## src/rtl/present_cipher_core.sv

```systemverilog
// rtl/present_cipher_core.sv - iterative PRESENT encrypt/decrypt engine, 80/128-bit key, optional PRESENT_KEYCACHE_EN
`timescale 1ns/1ps

module present_cipher_core #(
    parameter int KEY_BITS = 80,
    parameter int ROUNDS   = 31
) (
    input  logic                clk,
    input  logic                rst,
    input  logic                in_valid,
    output logic                in_ready,
    input  logic                in_decrypt,
    input  logic [KEY_BITS-1:0] in_key,
    input  logic [63:0]         in_data,
    output logic                out_valid,
    input  logic                out_ready,
    output logic [63:0]         out_data,
    output logic                busy
);

    // Round-counter injection point inside the key register differs per key size.
    localparam int         CNT_LSB  = (KEY_BITS == 128) ? 62 : 15;
    localparam logic [4:0] LAST_RND = 5'(ROUNDS);

    generate
        if (KEY_BITS != 80 && KEY_BITS != 128) begin : g_bad_key_bits
            $error("present_cipher_core: KEY_BITS must be 80 or 128");
        end
    endgenerate

    typedef enum logic [2:0] {
        IDLE,
        KEYEXP,
        ENC,
        DEC,
        HOLD
    } fsm_t;

    fsm_t                fsm_q;
    fsm_t                fsm_d;
    logic [63:0]         state_q;
    logic [KEY_BITS-1:0] key_q;
    logic [4:0]          rnd_q;
    logic                out_valid_q;
    logic [63:0]         out_data_q;

    function automatic logic [3:0] sbox4(input logic [3:0] x);
        case (x)
            4'h0: sbox4 = 4'hC;
            4'h1: sbox4 = 4'h5;
            4'h2: sbox4 = 4'h6;
            4'h3: sbox4 = 4'hB;
            4'h4: sbox4 = 4'h9;
            4'h5: sbox4 = 4'h0;
            4'h6: sbox4 = 4'hA;
            4'h7: sbox4 = 4'hD;
            4'h8: sbox4 = 4'h3;
            4'h9: sbox4 = 4'hE;
            4'hA: sbox4 = 4'hF;
            4'hB: sbox4 = 4'h8;
            4'hC: sbox4 = 4'h4;
            4'hD: sbox4 = 4'h7;
            4'hE: sbox4 = 4'h1;
            default: sbox4 = 4'h2;
        endcase
    endfunction

    function automatic logic [3:0] inv_sbox4(input logic [3:0] x);
        case (x)
            4'h0: inv_sbox4 = 4'h5;
            4'h1: inv_sbox4 = 4'hE;
            4'h2: inv_sbox4 = 4'hF;
            4'h3: inv_sbox4 = 4'h8;
            4'h4: inv_sbox4 = 4'hC;
            4'h5: inv_sbox4 = 4'h1;
            4'h6: inv_sbox4 = 4'h2;
            4'h7: inv_sbox4 = 4'hD;
            4'h8: inv_sbox4 = 4'hB;
            4'h9: inv_sbox4 = 4'h4;
            4'hA: inv_sbox4 = 4'h6;
            4'hB: inv_sbox4 = 4'h3;
            4'hC: inv_sbox4 = 4'h0;
            4'hD: inv_sbox4 = 4'h7;
            4'hE: inv_sbox4 = 4'h9;
            default: inv_sbox4 = 4'hA;
        endcase
    endfunction

    function automatic logic [63:0] sbox_layer(input logic [63:0] s);
        logic [63:0] o;
        for (int n = 0; n < 16; n++) begin
            o[4*n +: 4] = sbox4(s[4*n +: 4]);
        end
        return o;
    endfunction

    function automatic logic [63:0] inv_sbox_layer(input logic [63:0] s);
        logic [63:0] o;
        for (int n = 0; n < 16; n++) begin
            o[4*n +: 4] = inv_sbox4(s[4*n +: 4]);
        end
        return o;
    endfunction

    // Bit i moves to 16*i mod 63; bit 63 stays put.
    function automatic logic [63:0] p_layer(input logic [63:0] s);
        logic [63:0] o;
        for (int i = 0; i < 63; i++) begin
            o[6'((i * 16) % 63)] = s[6'(i)];
        end
        o[63] = s[63];
        return o;
    endfunction

    function automatic logic [63:0] inv_p_layer(input logic [63:0] s);
        logic [63:0] o;
        for (int i = 0; i < 63; i++) begin
            o[6'(i)] = s[6'((i * 16) % 63)];
        end
        o[63] = s[63];
        return o;
    endfunction

    function automatic logic [KEY_BITS-1:0] key_fwd(input logic [KEY_BITS-1:0] k, input logic [4:0] i);
        logic [KEY_BITS-1:0] t;
        t = {k[KEY_BITS-62:0], k[KEY_BITS-1:KEY_BITS-61]};
        t[KEY_BITS-1 -: 4] = sbox4(t[KEY_BITS-1 -: 4]);
        if (KEY_BITS == 128) begin
            t[KEY_BITS-5 -: 4] = sbox4(t[KEY_BITS-5 -: 4]);
        end
        t[CNT_LSB +: 5] = t[CNT_LSB +: 5] ^ i;
        return t;
    endfunction

    // Undo key_fwd step by step in reverse order: counter, S-box, rotation.
    function automatic logic [KEY_BITS-1:0] key_inv(input logic [KEY_BITS-1:0] k, input logic [4:0] i);
        logic [KEY_BITS-1:0] t;
        t = k;
        t[CNT_LSB +: 5] = t[CNT_LSB +: 5] ^ i;
        t[KEY_BITS-1 -: 4] = inv_sbox4(t[KEY_BITS-1 -: 4]);
        if (KEY_BITS == 128) begin
            t[KEY_BITS-5 -: 4] = inv_sbox4(t[KEY_BITS-5 -: 4]);
        end
        return {t[60:0], t[KEY_BITS-1:61]};
    endfunction

    logic [63:0]         round_key;
    logic [63:0]         enc_next;
    logic [63:0]         dec_next;
    logic [KEY_BITS-1:0] key_next_fwd;
    logic [KEY_BITS-1:0] key_next_inv;
    logic                last_rnd;
    logic                first_rnd;
    logic                accept;
    logic                cache_hit;
    logic [KEY_BITS-1:0] hit_k32;

    assign round_key    = key_q[KEY_BITS-1 -: 64];
    assign key_next_fwd = key_fwd(key_q, rnd_q);
    assign key_next_inv = key_inv(key_q, rnd_q);
    assign enc_next     = p_layer(sbox_layer(state_q ^ round_key));
    assign dec_next     = inv_sbox_layer(inv_p_layer(state_q)) ^ key_next_inv[KEY_BITS-1 -: 64];
    assign last_rnd     = (rnd_q == LAST_RND);
    assign first_rnd    = (rnd_q == 5'd1);
    assign accept       = in_valid && in_ready;

`ifdef PRESENT_KEYCACHE_EN
    logic [KEY_BITS-1:0] cache_key;
    logic [KEY_BITS-1:0] cache_k32;
    logic [KEY_BITS-1:0] orig_key;
    logic                cache_vld;

    assign cache_hit = cache_vld && (in_key == cache_key);
    assign hit_k32   = cache_k32;

    // Remember the last fully expanded schedule so a decrypt under the same key can skip KEYEXP.
    always_ff @(posedge clk or posedge rst) begin
        if (rst) begin
            cache_key <= '0;
            cache_k32 <= '0;
            orig_key  <= '0;
            cache_vld <= 1'b0;
        end else begin
            if (accept) begin
                orig_key <= in_key;
            end
            if ((fsm_q == ENC || fsm_q == KEYEXP) && last_rnd) begin
                cache_key <= orig_key;
                cache_k32 <= key_next_fwd;
                cache_vld <= 1'b1;
            end
        end
    end
`else
    assign cache_hit = 1'b0;
    assign hit_k32   = '0;
`endif

    // State register.
    always_ff @(posedge clk or posedge rst) begin
        if (rst) begin
            fsm_q <= IDLE;
        end else begin
            fsm_q <= fsm_d;
        end
    end

    // Next-state selection.
    always_comb begin
        fsm_d = fsm_q;
        case (fsm_q)
            IDLE: begin
                if (in_valid) begin
                    if (!in_decrypt) begin
                        fsm_d = ENC;
                    end else if (cache_hit) begin
                        fsm_d = DEC;
                    end else begin
                        fsm_d = KEYEXP;
                    end
                end
            end
            KEYEXP: if (last_rnd) fsm_d = DEC;
            ENC:    if (last_rnd) fsm_d = HOLD;
            DEC:    if (first_rnd) fsm_d = HOLD;
            HOLD:   if (out_ready) fsm_d = IDLE;
            default: fsm_d = IDLE;
        endcase
    end

    // Datapath: one cipher round or key-schedule step per cycle, result held until taken.
    always_ff @(posedge clk or posedge rst) begin
        if (rst) begin
            state_q     <= '0;
            key_q       <= '0;
            rnd_q       <= 5'd1;
            out_valid_q <= 1'b0;
            out_data_q  <= '0;
        end else begin
            case (fsm_q)
                IDLE: begin
                    if (in_valid) begin
                        // Block is latched for both modes; decrypt whitens it once K32 is known.
                        state_q <= in_data;
                        key_q   <= in_key;
                        rnd_q   <= 5'd1;
                        if (in_decrypt && cache_hit) begin
                            state_q <= in_data ^ hit_k32[KEY_BITS-1 -: 64];
                            key_q   <= hit_k32;
                            rnd_q   <= LAST_RND;
                        end
                    end
                end
                KEYEXP: begin
                    key_q <= key_next_fwd;
                    if (last_rnd) begin
                        state_q <= state_q ^ key_next_fwd[KEY_BITS-1 -: 64];
                        rnd_q   <= LAST_RND;
                    end else begin
                        rnd_q <= rnd_q + 5'd1;
                    end
                end
                ENC: begin
                    state_q <= enc_next;
                    key_q   <= key_next_fwd;
                    if (last_rnd) begin
                        out_data_q  <= enc_next ^ key_next_fwd[KEY_BITS-1 -: 64];
                        out_valid_q <= 1'b1;
                        rnd_q       <= 5'd1;
                    end else begin
                        rnd_q <= rnd_q + 5'd1;
                    end
                end
                DEC: begin
                    state_q <= dec_next;
                    key_q   <= key_next_inv;
                    if (first_rnd) begin
                        out_data_q  <= dec_next;
                        out_valid_q <= 1'b1;
                    end else begin
                        rnd_q <= rnd_q - 5'd1;
                    end
                end
                HOLD: begin
                    if (out_ready) begin
                        out_valid_q <= 1'b0;
                    end
                end
                default: ;
            endcase
        end
    end

    assign in_ready  = (fsm_q == IDLE);
    assign busy      = (fsm_q != IDLE);
    assign out_valid = out_valid_q;
    assign out_data  = out_data_q;

endmodule

```

## config.mk

```make
export PLATFORM = sky130hd
export DESIGN_NAME = present_cipher_core
export DESIGN_NICKNAME = d
export VERILOG_FILES = /design/src/rtl/present_cipher_core.sv
export SDC_FILE = /design/constraint.sdc
export NUM_CORES = 1
export LEC_CHECK = 0
export ABC_AREA = 1
export CORE_UTILIZATION = 47
export CTS_CLUSTER_SIZE = 40
export DETAILED_ROUTE_END_ITERATION = 12
export PLACE_DENSITY = 0.72
export SLEW_MARGIN = 20
export SYNTH_ARGS = -nofsm -noshare
export SYNTH_HDL_FRONTEND = slang
export SYNTH_SLANG_ARGS = --single-unit
```

## constraint.sdc

```tcl
create_clock -name clk -period 14.75 [get_ports clk]
set_clock_uncertainty 0.05 [all_clocks]
set_input_delay 2.2125 -clock clk [delete_from_list [all_inputs] [get_ports clk]]
set_output_delay 2.2125 -clock clk [all_outputs]
set_load 0.05 [all_outputs]
```

### After elaboration in Yosys (flattened, before gate mapping)

Memories as Yosys holds them, arrays and structs flattened.
Index checks and enable logic that the tools add are counted.

* add/sub/neg operators: 2
* eq/ne operators: 12
* mux-type cells: 24
* bitwise logic cells: 6
* reductions and logical operators: 13

Operators with widths (number)
* $mux 64: 4
* $pmux 64 s4: 1
* $xor 64x64->64: 4
* $pmux 80 s3: 1
* $pmux 64 s2: 1
* $mux 80: 1
* $mux 5: 4
* $pmux 5 s4: 1
* $mux 3: 5
* $pmux 3 s5: 1
* $ne 2x2->1 const B: 6
* $xor 5x5->5: 2
* $reduce_and 3->1: 3
* $reduce_bool 3->1: 3
* $eq 3x2->1 const B: 2
* $add 5x1->5 const B: 1
* $eq 5x1->1 const B: 1
* $eq 5x5->1 const B: 1
* $reduce_and 5->1: 1
* $sub 5x1->5 const B: 1
* $reduce_and 4->1: 1
* $reduce_bool 4->1: 1
* $eq 3x1->1 const B: 1
* $eq 3x3->1 const B: 1
* 7 further kinds: 9

* bits in registers: 217
* ROM bits: 1728
* bits of input ports: 149
* output and inout bits: 67
* logic and storage cells: 90
* memories: 27

Memory list
* (name not given): depth 16, bits a word 4, rd ports 1, clocked after memory_dff 0, wr ports 0, line 69 `case (x)`
* (name not given): depth 16, bits a word 4, rd ports 1, clocked after memory_dff 0, wr ports 0, line 69
* (name not given): depth 16, bits a word 4, rd ports 1, clocked after memory_dff 0, wr ports 0, line 69
* (name not given): depth 16, bits a word 4, rd ports 1, clocked after memory_dff 0, wr ports 0, line 69
* (name not given): depth 16, bits a word 4, rd ports 1, clocked after memory_dff 0, wr ports 0, line 69
* (name not given): depth 16, bits a word 4, rd ports 1, clocked after memory_dff 0, wr ports 0, line 69
* 21 more memories

### Longest topological paths before layout

Gate-level depths: netlist (run 1).
An unclocked memory read counts as a cell.

* word-level depth: 5
* mapped depth: 14
* depth with buffers taken out: 14

### Worst setup path before layout (run 1)

OpenSTA, ideal clock, no wires.

* path type: reg2out
* from: reg fsm_q[1]
* to: out in_ready
* arrival time: 1456 ps
* data required time: 12487 ps
* setup slack: 11031 ps
* cell stages (with the launch flop): 4
* path buffers: 0
* cells stage by stage: dfrtp_1 > nor2_2 > nand2_1 > inv_1

* longest elaborated chain between the ends: 1

Ends and longest elaborated chain
* start, declared: line 39 `fsm_t fsm_q;`
* start signal, assigned: line 204 `fsm_q <= fsm_d;`
* $logic_not 3->1: line 294 `assign in_ready = (fsm_q == IDLE);`
* end, declared: line 11 `output logic in_ready,`

No other way between the ends.

### Worst setup path after layout (run 1)

* from: in in_valid
* to: reg key_q[17]

* longest elaborated chain between the ends: 2

Ends and longest elaborated chain
* start, declared: line 10 `input logic in_valid,`
* $ne 2x2->1 (no source line)
* $reduce_and 2->1 (no source line)
* end signal, assigned: line 245 `key_q <= in_key;`
* end signal, assigned: line 249 `key_q <= hit_k32;`
* end signal, assigned: line 255 `key_q <= key_next_fwd;`
* end, declared: line 42 `logic [KEY_BITS-1:0] key_q;`

No other way between the ends.
A chain may end at the register's enable or synchronous reset.

==> metrics, run 1 <==
pwr/cell area=approximately 290 mW/mm²; most frequent cells in the layout=nand2_1, dfrtp_1, clkdlybuf4s50_1, inv_1, a21oi_1; final critical-path setup slack=10050 ps; layout cells sized above 1=0.0514; leak pwr=a little over 7 nW; routed len/inst=just under 20 µm; port bufs=around 190; Initial Util=0.478; Resize count post-CTS=0; Cells after Synth=between 1500 and 2000; total grt overflow=0; Synth top area share=0.377; ordered cell list for the critical path=clkdlybuf4s50_1 -> inv_1 -> a21oi_2 -> buf_4 -> clkinv_2 -> buf_4 -> a21oi_1 -> o21ai_0 -> o22ai_1 -> inv_1; post-CTS setup buffers=0; dpl hpwl=30700 µm; FMAX=~210 MHz; Die Area=roughly 0.027 mm²; Post-Syn Area per Cell=about 7.1 µm²; Pre-antenna DRT Iters=6; CP bufs+invs=6; worst slack, placed=~9700 ps; CP Launch Type=input port; largest net degree at the start of global routing=approximately 120; # IOs=between 200 and 250; HP Class=reg2reg; met2 usage in global routing=0.528; clk_lat worst skew=about 460 ps; period utilization=0.319; CP endpoint kind=flop; Critical Path AT=4990 ps; met3 usage=0.0678; Final Hold Viols=0; top_reg_cell synth=dfrtp_1; Setup TNS Final=0 ps; nets@finish=~2100; Total Wirelength=approximately 44000 µm; P_sw=~2.5 mW; Worst-Margin Slew=1080 ps; GR Util met1=0.448; Sw Share=0.561; Core Area=0.0261 mm²; fillers=roughly 2400; GRT busiest layer=met2; all-layer global routing usage=0.333; Seq/Total Area, Yosys=0.379; post-synth top area cell=dfrtp_1; Area Overhead vs Synth=21.3%; clk buf depth=2; Crit Path Max Fanout=slightly above 100; TritonCTS clock tree=done; non-filler cells in the finished layout=between 2000 and 2500; Placed Instances=roughly 2200; number of max-cap violations=0; async set-or-reset flop fraction in the synthesized netlist=1.00; YS warnings=0; Std-Cell Rows=59; RSZ-0062 raised after global routing=no; Slew Viols, Final=0; Post-synth EDFFs=0; top cells by area, synth=dfrtp_1, nand2_1, ha_1; CTS root buffer=clkbuf_16; DR DRC count=0; vias in the first global route=between 10000 and 15000; Die X=roughly 160 µm; Top delay family on crit path=buffers and inverters; logic gate share of total power=0.645; H-Tree Depth=4; Clock Sinks=189; vias=around 13000; Critical Path Max Stage Delay=~570 ps; hold slack=around 430 ps; VDD IR max=between 200 and 250 µV; synthesized area=0.0125 mm²; chip height=165 µm; CTS clock-pin slew for the worst setup and hold paths=roughly 80 ps; sequential power share=0.243; commonest non-fill, non-tap cell in the layout=nand2_1; Hold-fix buffers, CTS=0; final setup vio count=0; DR vias/cell=a little under 6; slowest library cell on the worst path=buf_4; post-synthesis register bit count=189; post-synthesis cell type count=45; Detail Route Antenna Nets=0; P_int=between 1.5 and 2 mW; Period minus WS final=4700 ps; Clock Power Share=0.112; Iteration-0 DRC Markers=between 1000 and 1500; CTS buffer count=17; syn nets=1961; Placer Congestion=between 0.9 and 1; initial antenna violation count=1; first-pass GRT wire length=68200 µm; Rel. slew slack=0.279; Crit path required time=~15000 ps; status=finished clean; kind of critical path=in2reg
==> stage by stage <==
step | util | total power [mW] | area, µm²
6_report | 0.580 | 4.38 | 15100
5_1_grt | 0.580 | 4.72 | 15100
4_1_cts | 0.579 | 4.32 | 15100
3_5_place_dp | 0.556 | 3.81 | 14500
3_3_place_gp | 0.556 | 3.74 | 14500
2_1_floorplan | - | 3.00 | 12500
==> metal layers <==
metal / wire length (µm) / share of wire / vias to the layer above
met5: 0 / 0 / -
met4: 1510 / 0.034 / 0
met3: 4720 / 0.11 / 103
met2: 20200 / 0.46 / 751
met1: 17600 / 0.40 / 6079
li1: - / - / 6037
==> flip-flops by register name (all words and copies together) (netlist names) <==
name       flops
fsm_q          3
key_q         80
out_data      64
out_valid      1
rnd_q          5
state_q       36
==> power by group through the flow <==
stage | Combinational [mW] | Sequential, mW | Clock (mW)
final | 2.82 | 1.07 | 0.489
after global routing | 3.11 | 1.09 | 0.511
after detailed placement | 2.75 | 1.06 | 0
after global placement | 2.69 | 1.06 | 0
after CTS | 2.77 | 1.05 | 0.491
after floorplan | 1.79 | 1.20 | 0
==> cell families (layout without fill, tap and decap cells) <==
group	Yosys count	in the layout	share of synthesized area
adders and majority gates	55	55	0.0552
xor gates and xnor gates	38	38	0.0267
and+or+nand+nor	801	801	0.264
buffers and inverters	261	412	0.0859
other	0	1	0
DFF	189	189	0.379
AOI/OAI and AO/OA	413	413	0.189
==> cell type report <==
class | count | area, µm² | share of cell area
flip-flops and latches | 189 | 4730 | 0.313
inverters | 176 | 671 | 0.0444
repair buffers | 204 | 2020 | 0.134
diodes | 1 | 2.50 | 0.000165
clock inverters | 14 | 165 | 0.0109
well taps | 335 | 419 | 0.0277
multi-input cells | 1307 | 6670 | 0.441
clock buffers | 18 | 439 | 0.0290
==> worst register-to-register path: stages (launching register included) <==
cell	delay, ps
dfrtp_1	480
inv_2	110
nand3_1	80
buf_4	240
inv_1	770
buf_4	390
nand2_1	110
nand2_1	70
buf_4	490
inv_1	280
buf_4	330
nor2_1	160
a41oi_1	60
==> cell usage after synthesis, types with 2 or more instances <==
| library cell | instances |
|---|---|
| nand2_2 | 2 |
| a221oi_1 | 15 |
| o211ai_1 | 9 |
| or2_2 | 29 |
| o22ai_1 | 56 |
| a22oi_1 | 23 |
| nand4_1 | 4 |
| a2bb2oi_1 | 4 |
| a31oi_1 | 10 |
| or2_0 | 3 |
| buf_2 | 37 |
| inv_2 | 6 |
| nor2_2 | 5 |
| a21boi_0 | 2 |
| o21ai_1 | 55 |
| nand3_1 | 109 |
| clkbuf_1 | 30 |
| a211oi_1 | 2 |
| nand3b_1 | 3 |
| dfrtp_1 | 188 |
| and2_1 | 2 |
| nor2_1 | 82 |
| nor3_1 | 3 |
| xnor2_1 | 25 |
| nand2_1 | 555 |
| o21ai_0 | 108 |
| inv_1 | 170 |
| nor2_4 | 2 |
| a21oi_1 | 114 |
| ha_1 | 55 |
| a21boi_1 | 7 |
| xor2_1 | 13 |
| buf_6 | 6 |
| buf_1 | 12 |
==> worst paths after layout <==
kind | startpoint | end | slack, ps | depth (start not counted)
setup / recovery | in_valid | key_q[17]$_DFFE_PP0P_ | 10050 | 10
hold / removal | out_data[27]$_DFFE_PP0P_ | out_data[27]$_DFFE_PP0P_ | 430 | 2
setup reg to reg | fsm_q[2]$_DFFE_PP0P_ | state_q[14]$_DFFE_PP0P_ | 11000 | 12
hold reg to reg | out_data[27]$_DFFE_PP0P_ | out_data[27]$_DFFE_PP0P_ | 430 | 2
max in group asynchronous | rst | key_q[14]$_DFFE_PP0P_ | 11060 | 4
min in group asynchronous | rst | out_data[46]$_DFFE_PP0P_ | 2280 | 2
(Power assumes the default switching activity.)
==> inputs of run 2 (changes only) <==
- clock period: 14.75 -> 4.93 ns (I/O delays scaled with it)
==> run 2 against run 1 <==
Final cell count did not move. Die area did not move. Via count fell by 0.25%. Wire length rose by 0.85%. Clock-buffer cell count fell by 1. Worst setup slack got worse by 8800 ps. Critical path depth rose by 1. Sequential share of layout area rose by 0.055 points. Global-route usage rose by 0.13 points. Core utilization fell by 0.10 points. Sequential cell count did not move. Hold slack got worse by 12 ps. Critical path type is now reg2reg.
==> metrics, run 2 (synthesis results as in run 1) <==
Setup TNS Final=0 ps; RSZ-0062 raised after global routing=no; Total Wirelength=roughly 44000 µm; Die Area=roughly 0.027 mm²; nets@finish=about 2100; most frequent cells in the layout=nand2_1, dfrtp_1, clkdlybuf4s50_1, inv_1, a21oi_1; Worst-Margin Slew=1120 ps; final setup vio count=0; fillers=2439; Resize count post-CTS=0; GRT busiest layer=met2; CP Launch Type=flop; FMAX=approximately 270 MHz; Crit Path Max Fanout=37; Clock Sinks=between 150 and 200; Rel. slew slack=0.254; initial antenna violation count=0; Slew Viols, Final=0; commonest non-fill, non-tap cell in the layout=nand2_1; Area Overhead vs Synth=21.1%; layout cells sized above 1=0.0519; final critical-path setup slack=approximately 1300 ps; routed len/inst=~20 µm; HP Class=reg2reg; total grt overflow=0; Biggest register=key_q; Initial Util=0.478; GR Util met1=0.448; CTS buffer count=17; largest net degree at the start of global routing=about 120; Placer Congestion=a little over 0.9; met2 usage in global routing=0.531; CTS clock-pin slew for the worst setup and hold paths=roughly 80 ps; met3 usage=0.0565; Hold-fix buffers, CTS=0; Std-Cell Rows=59; port bufs=between 150 and 200; TritonCTS clock tree=done; DR vias/cell=approximately 5.8; CTS root buffer=clkbuf_16; Largest register FFs=80; clk buf depth=2; post-CTS setup buffers=0; worst slack, placed=1280 ps; dpl hpwl=31100 µm; first-pass GRT wire length=68200 µm; Die X=around 160 µm; kind of critical path=reg2reg; clk_lat worst skew=450 ps; Final Hold Viols=0; Detail Route Antenna Nets=0; period utilization=0.745; chip height=approximately 160 µm; Critical Path AT=about 4000 ps; CP endpoint kind=flop; status=finished clean; Pre-antenna DRT Iters=5; # IOs=216; vias=12938; all-layer global routing usage=0.334; Core Area=between 0.02 and 0.03 mm²; vias in the first global route=between 10000 and 15000; diode count=0; Iteration-0 DRC Markers=approximately 1400; H-Tree Depth=4; number of max-cap violations=0; DR DRC count=0; Crit path required time=~5200 ps; Period minus WS final=approximately 3700 ps
## run 2: metal layers
metal,up-vias,wire [µm]
met4,0,1790
met3,103,4110
met2,697,20300
met1,6098,18200
li1,6040,-
met5,-,0
## run 2: final timing paths
check | start | endpoint | slack, ps | cells after the start
hold / removal | out_data[30]$_DFFE_PP0P_ | out_data[30]$_DFFE_PP0P_ | 420 | 2
min in group asynchronous | rst | out_data[46]$_DFFE_PP0P_ | 730 | 3
setup / recovery | fsm_q[2]$_DFFE_PP0P_ | out_data[6]$_DFFE_PP0P_ | 1260 | 11
max in group asynchronous | rst | key_q[63]$_DFFE_PP0P_ | 3360 | 3
setup reg to reg | fsm_q[2]$_DFFE_PP0P_ | out_data[6]$_DFFE_PP0P_ | 1260 | 11
hold reg to reg | out_data[30]$_DFFE_PP0P_ | out_data[30]$_DFFE_PP0P_ | 420 | 2
## run 2: layout make-up
type / count / area, µm² / share of cell area
timing repair buffer: 206 / 2050 / 0.136
tap: 335 / 419 / 0.0278
inverter: 176 / 667 / 0.0442
multi-input combinational: 1307 / 6670 / 0.442
clock buffer: 17 / 425 / 0.0282
sequential: 189 / 4730 / 0.313
clock inverter: 14 / 126 / 0.00837
## run 2: critical path: stages, from the launching register on
cell	delay (ps)
dfrtp_1	500
inv_2	80
nand2_2	100
nor2_4	30
buf_4	290
nand2_1	200
nand2_2	80
nor2_4	860
inv_2	670
buf_4	450
nor2_1	120
a21boi_1	70
## run 2: through the flow
stage / instance area, µm² / instances / hold WS (ps) / utilization
floorplan: 12500 / 1757 / 398 / -
global placement: 14500 / 2213 / 410 / 0.558
detailed placement: 14500 / 2213 / 408 / 0.558
CTS: 15100 / 2244 / 427 / 0.579
global route: 15100 / 2244 / 446 / 0.579
finish: 15100 / 2244 / 422 / 0.579
Power of run 2 is left out: the tool's default activity adds up to more than one toggle a clock period on the data nets, which glitch-free logic cannot reach.
